--- src/rtl/cv32e40p_fetch_sequencer.sv ---
// Instruction fetch sequencer: issues word fetches on an OBI-style port,
// tracks outstanding transactions, buffers responses in a small FIFO for
// the IF stage, drops stale responses after a redirect and parks after a
// bus error until the next redirect.

module cv32e40p_fetch_sequencer #(
  parameter int          DEPTH     = 2,
  parameter logic [31:0] BOOT_ADDR = 32'h0000_0080
) (
  input  logic        clk,
  input  logic        rst_n,
  input  logic        fetch_enable_i,
  input  logic        branch_i,
  input  logic [31:0] branch_addr_i,
  input  logic        fetch_ready_i,
  output logic        fetch_valid_o,
  output logic [31:0] fetch_rdata_o,
  output logic [31:0] fetch_addr_o,
  output logic        fetch_failed_o,
  output logic        instr_req_o,
  output logic [31:0] instr_addr_o,
  input  logic        instr_gnt_i,
  input  logic        instr_rvalid_i,
  input  logic [31:0] instr_rdata_i,
  input  logic        instr_err_i,
  output logic        busy_o
);

  localparam logic [2:0] DEP  = 3'(DEPTH);
  localparam logic [1:0] LAST = 2'(DEPTH - 1);

  typedef enum logic [1:0] {
    S_IDLE   = 2'd0,
    S_ISSUE  = 2'd1,
    S_FAILED = 2'd2
  } state_e;

  // Circular pointer advance; storage is sized for the largest DEPTH.
  function automatic logic [1:0] ptr_inc(input logic [1:0] p);
    return (p == LAST) ? 2'd0 : p + 2'd1;
  endfunction

  // Clamp a counter update at DEPTH.
  function automatic logic [2:0] sat(input logic [3:0] v);
    return (v > {1'b0, DEP}) ? DEP : v[2:0];
  endfunction

  state_e      r_state, w_state_nxt;
  logic [31:0] r_addr, w_addr_nxt;
  logic [31:0] r_pend_addr, w_pend_addr_nxt;
  logic        r_pend, w_pend_nxt;     // redirect waiting for the pending grant
  logic        r_kill, w_kill_nxt;     // pending request's response is stale
  logic        r_failed, w_failed_nxt;
  logic [2:0]  r_out, w_out_nxt;
  logic [2:0]  r_drop, w_drop_nxt;
  logic [2:0]  r_cnt, w_cnt_nxt;
  logic [3:0]  w_out_raw, w_drop_raw, w_sum;
  logic        w_budget_ok;

  logic [31:0] r_aq [4];               // issue-order address queue
  logic [1:0]  r_aq_wr, r_aq_rd;
  logic [31:0] r_fd [4];
  logic [31:0] r_fa [4];
  logic        r_fe [4];
  logic [1:0]  r_f_wr, r_f_rd;

  logic        w_gnt, w_rv, w_dropping, w_push, w_err_push, w_pop;
  logic [31:0] w_target;

  assign w_gnt      = (r_state == S_ISSUE) & instr_gnt_i;
  assign w_rv       = instr_rvalid_i & (r_out != 3'd0);
  assign w_dropping = w_rv & (r_drop != 3'd0);
  assign w_push     = w_rv & ~w_dropping & ~branch_i;
  assign w_err_push = w_push & instr_err_i;
  assign w_pop      = (r_cnt != 3'd0) & fetch_ready_i & ~branch_i;
  assign w_target   = branch_addr_i & 32'hFFFF_FFFC;

  assign w_out_raw  = {1'b0, r_out} + {3'b000, w_gnt} - {3'b000, w_rv};
  assign w_out_nxt  = sat(w_out_raw);
  assign w_drop_raw = {1'b0, r_drop} - {3'b000, w_dropping} + {3'b000, w_gnt & r_kill};

  // Next-state, address, counter and redirect bookkeeping.
  always_comb begin
    w_state_nxt     = r_state;
    w_addr_nxt      = r_addr;
    w_pend_nxt      = r_pend;
    w_pend_addr_nxt = r_pend_addr;
    w_kill_nxt      = r_kill;
    w_failed_nxt    = r_failed;
    w_drop_nxt      = r_drop;
    w_cnt_nxt       = r_cnt;
    w_sum           = 4'd0;
    w_budget_ok     = 1'b0;

    if (branch_i) begin
      // Every response still in flight (including this cycle's grant) is stale.
      w_drop_nxt   = w_out_nxt;
      w_cnt_nxt    = 3'd0;
      w_failed_nxt = 1'b0;
      if ((r_state == S_ISSUE) && !instr_gnt_i) begin
        // Let the ungranted request finish at its old address, then redirect.
        w_pend_nxt      = 1'b1;
        w_pend_addr_nxt = w_target;
        w_kill_nxt      = 1'b1;
      end else begin
        w_addr_nxt = w_target;
        w_pend_nxt = 1'b0;
        w_kill_nxt = 1'b0;
      end
    end else begin
      if (w_err_push) begin
        // Nothing after the failed entry may reach the FIFO.
        w_drop_nxt   = w_out_nxt;
        w_failed_nxt = 1'b1;
      end else begin
        w_drop_nxt = sat(w_drop_raw);
      end
      w_cnt_nxt = r_cnt + {2'b00, w_push} - {2'b00, w_pop};
      if (w_gnt) begin
        w_addr_nxt = r_pend ? r_pend_addr : r_addr + 32'd4;
        w_pend_nxt = 1'b0;
        w_kill_nxt = 1'b0;
      end else if (w_err_push && (r_state == S_ISSUE)) begin
        w_kill_nxt = 1'b1;
      end else begin
        w_kill_nxt = r_kill;
      end
    end

    w_sum       = {1'b0, w_out_nxt} + {1'b0, w_cnt_nxt};
    w_budget_ok = (w_sum < {1'b0, DEP});

    case (r_state)
      S_ISSUE: begin
        if (!instr_gnt_i) begin
          w_state_nxt = S_ISSUE;
        end else if (w_failed_nxt) begin
          w_state_nxt = S_FAILED;
        end else if (fetch_enable_i && w_budget_ok) begin
          w_state_nxt = S_ISSUE;
        end else begin
          w_state_nxt = S_IDLE;
        end
      end
      default: begin
        if (w_failed_nxt) begin
          w_state_nxt = S_FAILED;
        end else if (fetch_enable_i && w_budget_ok) begin
          w_state_nxt = S_ISSUE;
        end else begin
          w_state_nxt = S_IDLE;
        end
      end
    endcase
  end

  // Control state and counters.
  always_ff @(posedge clk or negedge rst_n) begin
    if (!rst_n) begin
      r_state     <= S_IDLE;
      r_addr      <= BOOT_ADDR;
      r_pend      <= 1'b0;
      r_pend_addr <= 32'h0000_0000;
      r_kill      <= 1'b0;
      r_failed    <= 1'b0;
      r_out       <= 3'd0;
      r_drop      <= 3'd0;
      r_cnt       <= 3'd0;
    end else begin
      r_state     <= w_state_nxt;
      r_addr      <= w_addr_nxt;
      r_pend      <= w_pend_nxt;
      r_pend_addr <= w_pend_addr_nxt;
      r_kill      <= w_kill_nxt;
      r_failed    <= w_failed_nxt;
      r_out       <= w_out_nxt;
      r_drop      <= w_drop_nxt;
      r_cnt       <= w_cnt_nxt;
    end
  end

  // Queue pointers; the address queue survives redirects, the FIFO does not.
  always_ff @(posedge clk or negedge rst_n) begin
    if (!rst_n) begin
      r_aq_wr <= 2'd0;
      r_aq_rd <= 2'd0;
      r_f_wr  <= 2'd0;
      r_f_rd  <= 2'd0;
    end else begin
      if (w_gnt) r_aq_wr <= ptr_inc(r_aq_wr);
      if (w_rv)  r_aq_rd <= ptr_inc(r_aq_rd);
      if (branch_i) begin
        r_f_wr <= 2'd0;
        r_f_rd <= 2'd0;
      end else begin
        if (w_push) r_f_wr <= ptr_inc(r_f_wr);
        if (w_pop)  r_f_rd <= ptr_inc(r_f_rd);
      end
    end
  end

  // Queue storage (data only, no reset needed).
  always_ff @(posedge clk) begin
    if (w_gnt) r_aq[r_aq_wr] <= r_addr;
    if (w_push) begin
      r_fd[r_f_wr] <= instr_rdata_i;
      r_fa[r_f_wr] <= r_aq[r_aq_rd];
      r_fe[r_f_wr] <= instr_err_i;
    end
  end

  assign fetch_valid_o  = (r_cnt != 3'd0);
  assign fetch_rdata_o  = fetch_valid_o ? r_fd[r_f_rd] : 32'h0000_0000;
  assign fetch_addr_o   = fetch_valid_o ? r_fa[r_f_rd] : 32'h0000_0000;
  assign fetch_failed_o = fetch_valid_o & r_fe[r_f_rd];
  assign instr_req_o    = (r_state == S_ISSUE);
  assign instr_addr_o   = r_addr;
  assign busy_o         = (r_out != 3'd0) | instr_req_o;

  cv32e40p_fetch_sequencer_chk #(.DEPTH(DEPTH)) u_chk (
    .clk      (clk),
    .rst_n    (rst_n),
    .i_out    (r_out),
    .i_drop   (r_drop),
    .i_cnt    (r_cnt),
    .i_out_raw(w_out_raw),
    .i_push   (w_push),
    .i_pop    (w_pop)
  );

endmodule

// Invariant checker for the fetch sequencer counters and FIFO.
module cv32e40p_fetch_sequencer_chk #(
  parameter int DEPTH = 2
) (
  input logic       clk,
  input logic       rst_n,
  input logic [2:0] i_out,
  input logic [2:0] i_drop,
  input logic [2:0] i_cnt,
  input logic [3:0] i_out_raw,
  input logic       i_push,
  input logic       i_pop
);
  localparam logic [2:0] DEP = 3'(DEPTH);

  // Flag FIFO overflow and counter excess.
  always @(posedge clk) begin
    if (rst_n) begin
      assert (!(i_push && !i_pop && (i_cnt == DEP)));
      assert (i_out_raw <= {1'b0, DEP});
      assert (i_drop <= i_out);
    end
  end
endmodule
--- config.mk ---
export PLATFORM = sky130hd
export DESIGN_NAME = cv32e40p_fetch_sequencer
export DESIGN_NICKNAME = d
export VERILOG_FILES = /design/src/rtl/cv32e40p_fetch_sequencer.sv
export SDC_FILE = /design/constraint.sdc
export NUM_CORES = 1
export LEC_CHECK = 0
export ABC_AREA = 1
export CORE_AREA = 2 2 189 265
export CTS_CLUSTER_DIAMETER = 120
export DETAILED_ROUTE_END_ITERATION = 8
export DIE_AREA = 0 0 191 267
export GPL_ROUTABILITY_DRIVEN = 0
export GPL_TIMING_DRIVEN = 0
export PLACE_DENSITY_LB_ADDON = 0.05
export RECOVER_POWER = 100
export SETUP_SLACK_MARGIN = 0.15
export SYNTH_ARGS = -nofsm -noshare
export SYNTH_HDL_FRONTEND = slang
export SYNTH_HIERARCHICAL = 1
export SYNTH_SLANG_ARGS = --single-unit
--- constraint.sdc ---
create_clock -name clk -period 8.8 [get_ports clk]
set_input_delay 1.76 -clock clk [delete_from_list [all_inputs] [get_ports clk]]
set_output_delay 1.76 -clock clk [all_outputs]
set_load 0.005 [all_outputs]
==> results.cfg, run 1 <==
[clock_network]
cts_hold_repair.buffers = 0
cts-htree-levels = 2
cts_root_buffer = clkbuf_16
clock_latency_ns = 0.56
cts_resized = 0
cts_buffers = 45
cts_tree = yes
postCtsSetupRepairBufs = 0
cts.sinks = 454
clock_path_buffers = 3
clkTransAtPathRegs_ns = 0.06

[global_route]
grt_usage_pct = 20.5
antenna_found_initial = 0
first_global_vias = 13664
grt_pass1_wl_um = 78900
overflow = 0
grt_max_degree = 63

[critical_path]
reg2reg_setup_slack_ns = 3.24
crit_fanout = 25
cp.required_ns = 8.98
worst_setup_path_start_kind = input port
critPathArrivalTime_ns = 6.88
cp-end-kind = flip-flop
critPathKind = in2reg

[route]
drt_iter0_drc = 741
ant_nets = 0
dr.pass1.iters = 5
num_vias = 13348
drc = 0
vias_per_cell = 4.97
route.final.wire_length_um = 51800
post_drt_wl_per_cell_um = 19.3

[logic_synthesis]
synth_area_per_cell_um2 = 10.9
synth.most_common_cell = nor2_1
synth-seq-cells = 454
yosysUniqueCellTypes = 38
synth.yosys.seq_area_share_pct = 68.8
synth_top_flop_cell = edfxtp_1
synth-edff-count = 372
async_reset_ff_share_pct = 18.1
synthTopCellsByArea = edfxtp_1 (58%), dfrtp_1 (11%), nor2_1 (7.4%)
synthCells = 1767
synth_top_area_share_pct = 58.1
yosysTopAreaCell = edfxtp_1
ys_warn_count = 6
ys_top_cells_by_count = nor2_1 (380), edfxtp_1 (372), nand2_1 (266), o21ai_0 (234), a21oi_1 (96)
syn_area_um2 = 19200

[timing]
rsz0062_at_grt = false
worst_clock_skew_ns = 0.0172
holdWs_ns = 0.489
hold_violations = 0
slew_headroom_pct = -143
setup_viol = 0
fin_ws_ns = 2.10
final_max_slew_viol_count = 181
period_share_pct = 76.1
fmax_ghz = 0.149
fin_crit_ns = 6.70
worst_pin_slew_ns = 3.65

[placement]
detailed_place_hpwl_um = 36300
place_ws_ns = 2.62
portBuffers = 164

[flow_run]
drv_cap = 6

[floorplan]
die_h_um = 267
dieArea_um2 = 51000
num_rows = 96
ios = 172
start_util_pct = 39.5
fp.coreArea_um2 = 48600
die_width_um = 191

[final_layout]
register_area_um2 = 13200
syn2layout_area_growth_pct = 20.3
multi_input_area_um2 = 5150
nNetsFinal = 2104
num-fill-cells = 4601
drive_above_1_share_pct = 4.25

[power]
powerDensity_nw_per_um2 = 291
irDropWorstVdd_mv = 0.162
leakage_nw = 8.63

[outcome]
violations = max-capacitance violations, max-slew violations
outcome = complete, but fails checks

[min_path]
hold_class = reg2reg
==> stage by stage <==
stage          cell area (µm²)  std cells  util (%)  power [mW]  setup TNS [ns]
6_report                 23100       2684      47.5        6.73               0
5_1_grt                  23100       2683      47.5        7.12               0
4_1_cts                  23600       2683      48.5        6.95               0
3_5_place_dp             22100       2605      45.5        4.99               0
3_3_place_gp             21700       2574      44.6        4.96         -345.87
2_1_floorplan            19200       1773         -        3.93               0
==> flip-flops by register name, indices dropped and copies added, names as in the netlist, 3 cells and up <==
| signal | flops |
|---|---|
| instr_addr_o | 30 |
| r_drop | 3 |
| r_fa | 120 |
| r_fe | 4 |
| r_out | 3 |
| r_aq | 120 |
| r_fd | 128 |
| r_pend_addr | 30 |
| r_cnt | 3 |
==> kinds of logic (layout without fill, tap and decap cells) <==
group / after synthesis / after routing / share of synthesized area (%)
buffers and inverters: 188 / 461 / 4.09
flip-flops: 454 / 454 / 68.8
other: 1 / 8 / 0.0195
XOR/XNOR: 15 / 15 / 0.683
adder cells (fa/ha/maj): 17 / 17 / 1.26
AND/OR/NAND/NOR: 695 / 695 / 14.0
multiplexers: 2 / 2 / 0.117
AO/OA/AOI/OAI: 395 / 395 / 11.0
==> final cells by class <==
class	instances	share of cell area, %
antenna	1	0.0108
buffer	97	1.74
clock buffer	51	4.97
clock inverter	27	1.35
inverter	91	1.48
multi-input combinational	1131	22.3
sequential	454	57.2
tap	637	3.45
timing repair buffer	195	7.57
==> critical path: stages <==
cell and delay [ns]:
dlygate4sd3_1 0.52, nand2_1 0.14, nor2_1 0.31, nand3_1 0.19
nor2_1 1.82, clkbuf_1 1.24, clkbuf_1 0.86
==> path summary, 6_finish.rpt <==
kind / startpoint / end / cells past startpoint
min in group asynchronous: rst_n / r_f_wr[0] / 1
setup / recovery: instr_rvalid_i / r_fd[0][29] / 7
hold / removal: r_pend_addr[25] / r_pend_addr[25] / 2
max in group asynchronous: rst_n / instr_addr_o[16] / 2
hold reg to reg: r_pend_addr[25] / r_pend_addr[25] / 2
setup reg to reg: r_out[1] / r_fd[0][29] / 8
==> power breakdown <==
part	internal, mW	switching [mW]	leakage [nW]	total (mW)
combinational	0.674	1.14	3.55	1.81
sequential	2.69	0.294	4.37	2.98
clock	1.14	0.797	0.707	1.94
==> per-layer routing <==
metal  track usage (%)  up-vias  part of all wire [%]
met1              24.3     6358                    40
met4              7.86        0                   3.6
met5                 0        -                     0
met3              2.58      102                   4.1
met2              37.5      339                    52
li1                  -     6549                     -
==> placed cells by master (no fill, tap or decap), drive strengths merged, types with 2 or more instances in the layout <==
cell type / Yosys / routed
clkinvlp: 0 / 3
a21oi: 118 / 118
edfxtp: 372 / 372
clkdlybuf4s50: 0 / 39
o22ai: 30 / 30
clkinv: 2 / 19
xor2: 10 / 10
nand2: 267 / 267
o211ai: 3 / 3
bufinv: 0 / 7
mux2: 2 / 2
nand4: 4 / 4
conb: 1 / 7
xnor2: 5 / 5
nand3: 30 / 30
ha: 13 / 13
or2: 3 / 3
o21ai: 242 / 242
fa: 4 / 4
clkbuf: 53 / 150
buf: 44 / 30
dlygate4sd3: 0 / 124
inv: 89 / 89
nor2: 381 / 381
dfrtp: 81 / 81
nor3: 8 / 8
Note: power is estimated with default switching activity, not from simulation.
==> inputs of run 2 (changes only) <==
==> constraint.sdc (replaced) <==
create_clock -name clk -period 5.6 [get_ports clk]
set_input_delay 1.12 -clock clk [delete_from_list [all_inputs] [get_ports clk]]
set_output_delay 1.12 -clock clk [all_outputs]
set_load 0.005 [all_outputs]
==> run 2 against run 1 <==
Against the previous run: the flow still finishes with violations (max-capacitance violations, max-slew violations); critical endpoint unchanged; cell count unchanged; largest power group unchanged; global-route usage unchanged; first-iteration DRC count decreased by 1.5%; sequential power increased by 57%; largest cell class unchanged; count of clock-buffer cells in the layout unchanged; cell area increased by 0.16%; highest routed layer unchanged; register-to-register slack got worse by 2.2 ns; critical path depth unchanged.
==> results.cfg, run 2 (synthesis results as in run 1) <==
[final_layout]
syn2layout_area_growth_pct = 20.5
layout_common_cells = nor2_1 (381), edfxtp_1 (372), nand2_1 (267)
final_cells = 2684
num-fill-cells = 4597
largest_reg_flops = 128
regMostFlops = r_fd
drive_above_1_share_pct = 4.40
nNetsFinal = 2104
final_common_cell = nor2_1
reg.largest.list = r_fd (128), r_aq (120), r_fa (120)

[clock_network]
postCtsSetupRepairBufs = 0
cts_hold_repair.buffers = 0
cts_root_buffer = clkbuf_16
cts_tree = yes
cts-htree-levels = 2
clock_path_buffers = 3
cts_buffers = 45
cts_resized = 0
clkTransAtPathRegs_ns = 0.07
clock_latency_ns = 0.56
cts.sinks = 454

[route]
num_vias = 13351
vias_per_cell = 4.97
post_drt_wl_per_cell_um = 19.3
route.final.wire_length_um = 51900
drc = 0
dr.pass1.iters = 7
ant_nets = 0
drt_iter0_drc = 730

[power]
intPower_mw = 7.08
powerDensity_nw_per_um2 = 457
irDropWorstVdd_mv = 0.256
p_comb_share_pct = 27.0
swShare_pct = 33.1
p_sw_mw = 3.51
clockPowerShare_pct = 28.8
leakage_nw = 8.65
power_frac_seq_pct = 44.3

[critical_path]
cpMaxStageDelayCell = nor2_1
crit_top_cell = nor2_1
critPathKind = in2reg
cp_cell_sequence = dlygate4sd3_1 > nand2_1 > nor2_1 > nand3_1 > nor2_1 > clkbuf_2 > buf_16
crit_fanout = 25
critPathArrivalTime_ns = 5.29
cp.required_ns = 5.87
max_stage_delay_ns = 1.83
worst_setup_path_start_kind = input port
cp-end-kind = flip-flop

[floorplan]
die_h_um = 267
dieArea_um2 = 51000
start_util_pct = 39.5
die_width_um = 191
fp.coreArea_um2 = 48600
ios = 172
num_rows = 96

[global_route]
grt_usage_pct = 20.5
antenna_found_initial = 0
first_global_vias = 13664
grt_pass1_wl_um = 78900
overflow = 0
grt_max_degree = 63

[timing]
fin_crit_ns = 5.03
slew_headroom_pct = -101
period_share_pct = 89.8
final_max_slew_viol_count = 157
setup_viol = 0
fmax_ghz = 0.199
worst_pin_slew_ns = 3.02
holdWs_ns = 0.489
rsz0062_at_grt = false
fin_ws_ns = 0.571
hold_violations = 0
worst_clock_skew_ns = 0.0173

[placement]
place_ws_ns = 0.0625
placed_cells = 2605
detailed_place_hpwl_um = 36300
portBuffers = 164

[outcome]
violations = max-capacitance violations, max-slew violations
outcome = complete, but fails checks

[min_path]
hold_class = reg2reg

[flow_run]
drv_cap = 5
## run 2: area by class of cell
class	instances	area, µm²	area share [%]
Antenna cell	1	2.50	0.0108
Sequential cell	454	13200	57.1
Timing Repair Buffer	195	1790	7.71
Multi-Input combinational cell	1131	5150	22.2
Clock buffer	51	1150	4.96
Clock inverter	27	313	1.35
Inverter	91	343	1.48
Tap cell	637	797	3.44
Buffer	97	402	1.73
## run 2: final timing paths
kind,startpoint,end,slack (ns),cells past startpoint
worst min-delay path,r_pend_addr[18],r_pend_addr[18],0.49,2
worst max-delay path,instr_rvalid_i,r_fd[0][29],0.57,7
worst min register to register,r_pend_addr[18],r_pend_addr[18],0.49,2
worst max register to register,r_out[1],r_fd[0][29],1.07,8
min in group asynchronous,rst_n,r_f_rd[1],0.83,1
max in group asynchronous,rst_n,instr_addr_o[16],1.14,2
## run 2: power groups by stage
stage / Sequential [mW] / Combinational [mW] / Clock, mW
3_5_place_dp: 4.76 / 3.09 / 0
6_report: 4.69 / 2.86 / 3.05
5_1_grt: 4.75 / 3.21 / 3.23
2_1_floorplan: 4.57 / 1.60 / 0
3_3_place_gp: 4.76 / 3.03 / 0
4_1_cts: 4.70 / 3.11 / 3.12
## run 2: through the flow
| stage | cell area (µm²) | setup TNS, ns | utilization [%] | total power, mW |
|---|---|---|---|---|
| after floorplan | 19200 | -119.67 | - | 6.17 |
| after global placement | 21700 | -1074.81 | 44.6 | 7.79 |
| after detailed placement | 22100 | 0 | 45.5 | 7.85 |
| after CTS | 23600 | 0 | 48.5 | 10.9 |
| after global routing | 23200 | 0 | 47.6 | 11.2 |
| final | 23200 | 0 | 47.6 | 10.6 |
## run 2: metal layers
metal | GRT usage, % | vias to the layer above | share of wire [%]
met5 | 0 | - | 0
met4 | 7.86 | 0 | 3.7
met3 | 2.58 | 105 | 3.8
met2 | 37.5 | 338 | 52
met1 | 24.3 | 6358 | 40
li1 | - | 6550 | -
## run 2: worst max-delay path: cells and delay by family
family / cells / cell delay (ns)
AND/OR/NAND/NOR: 4 / 2.48
buffers and inverters: 3 / 1.66
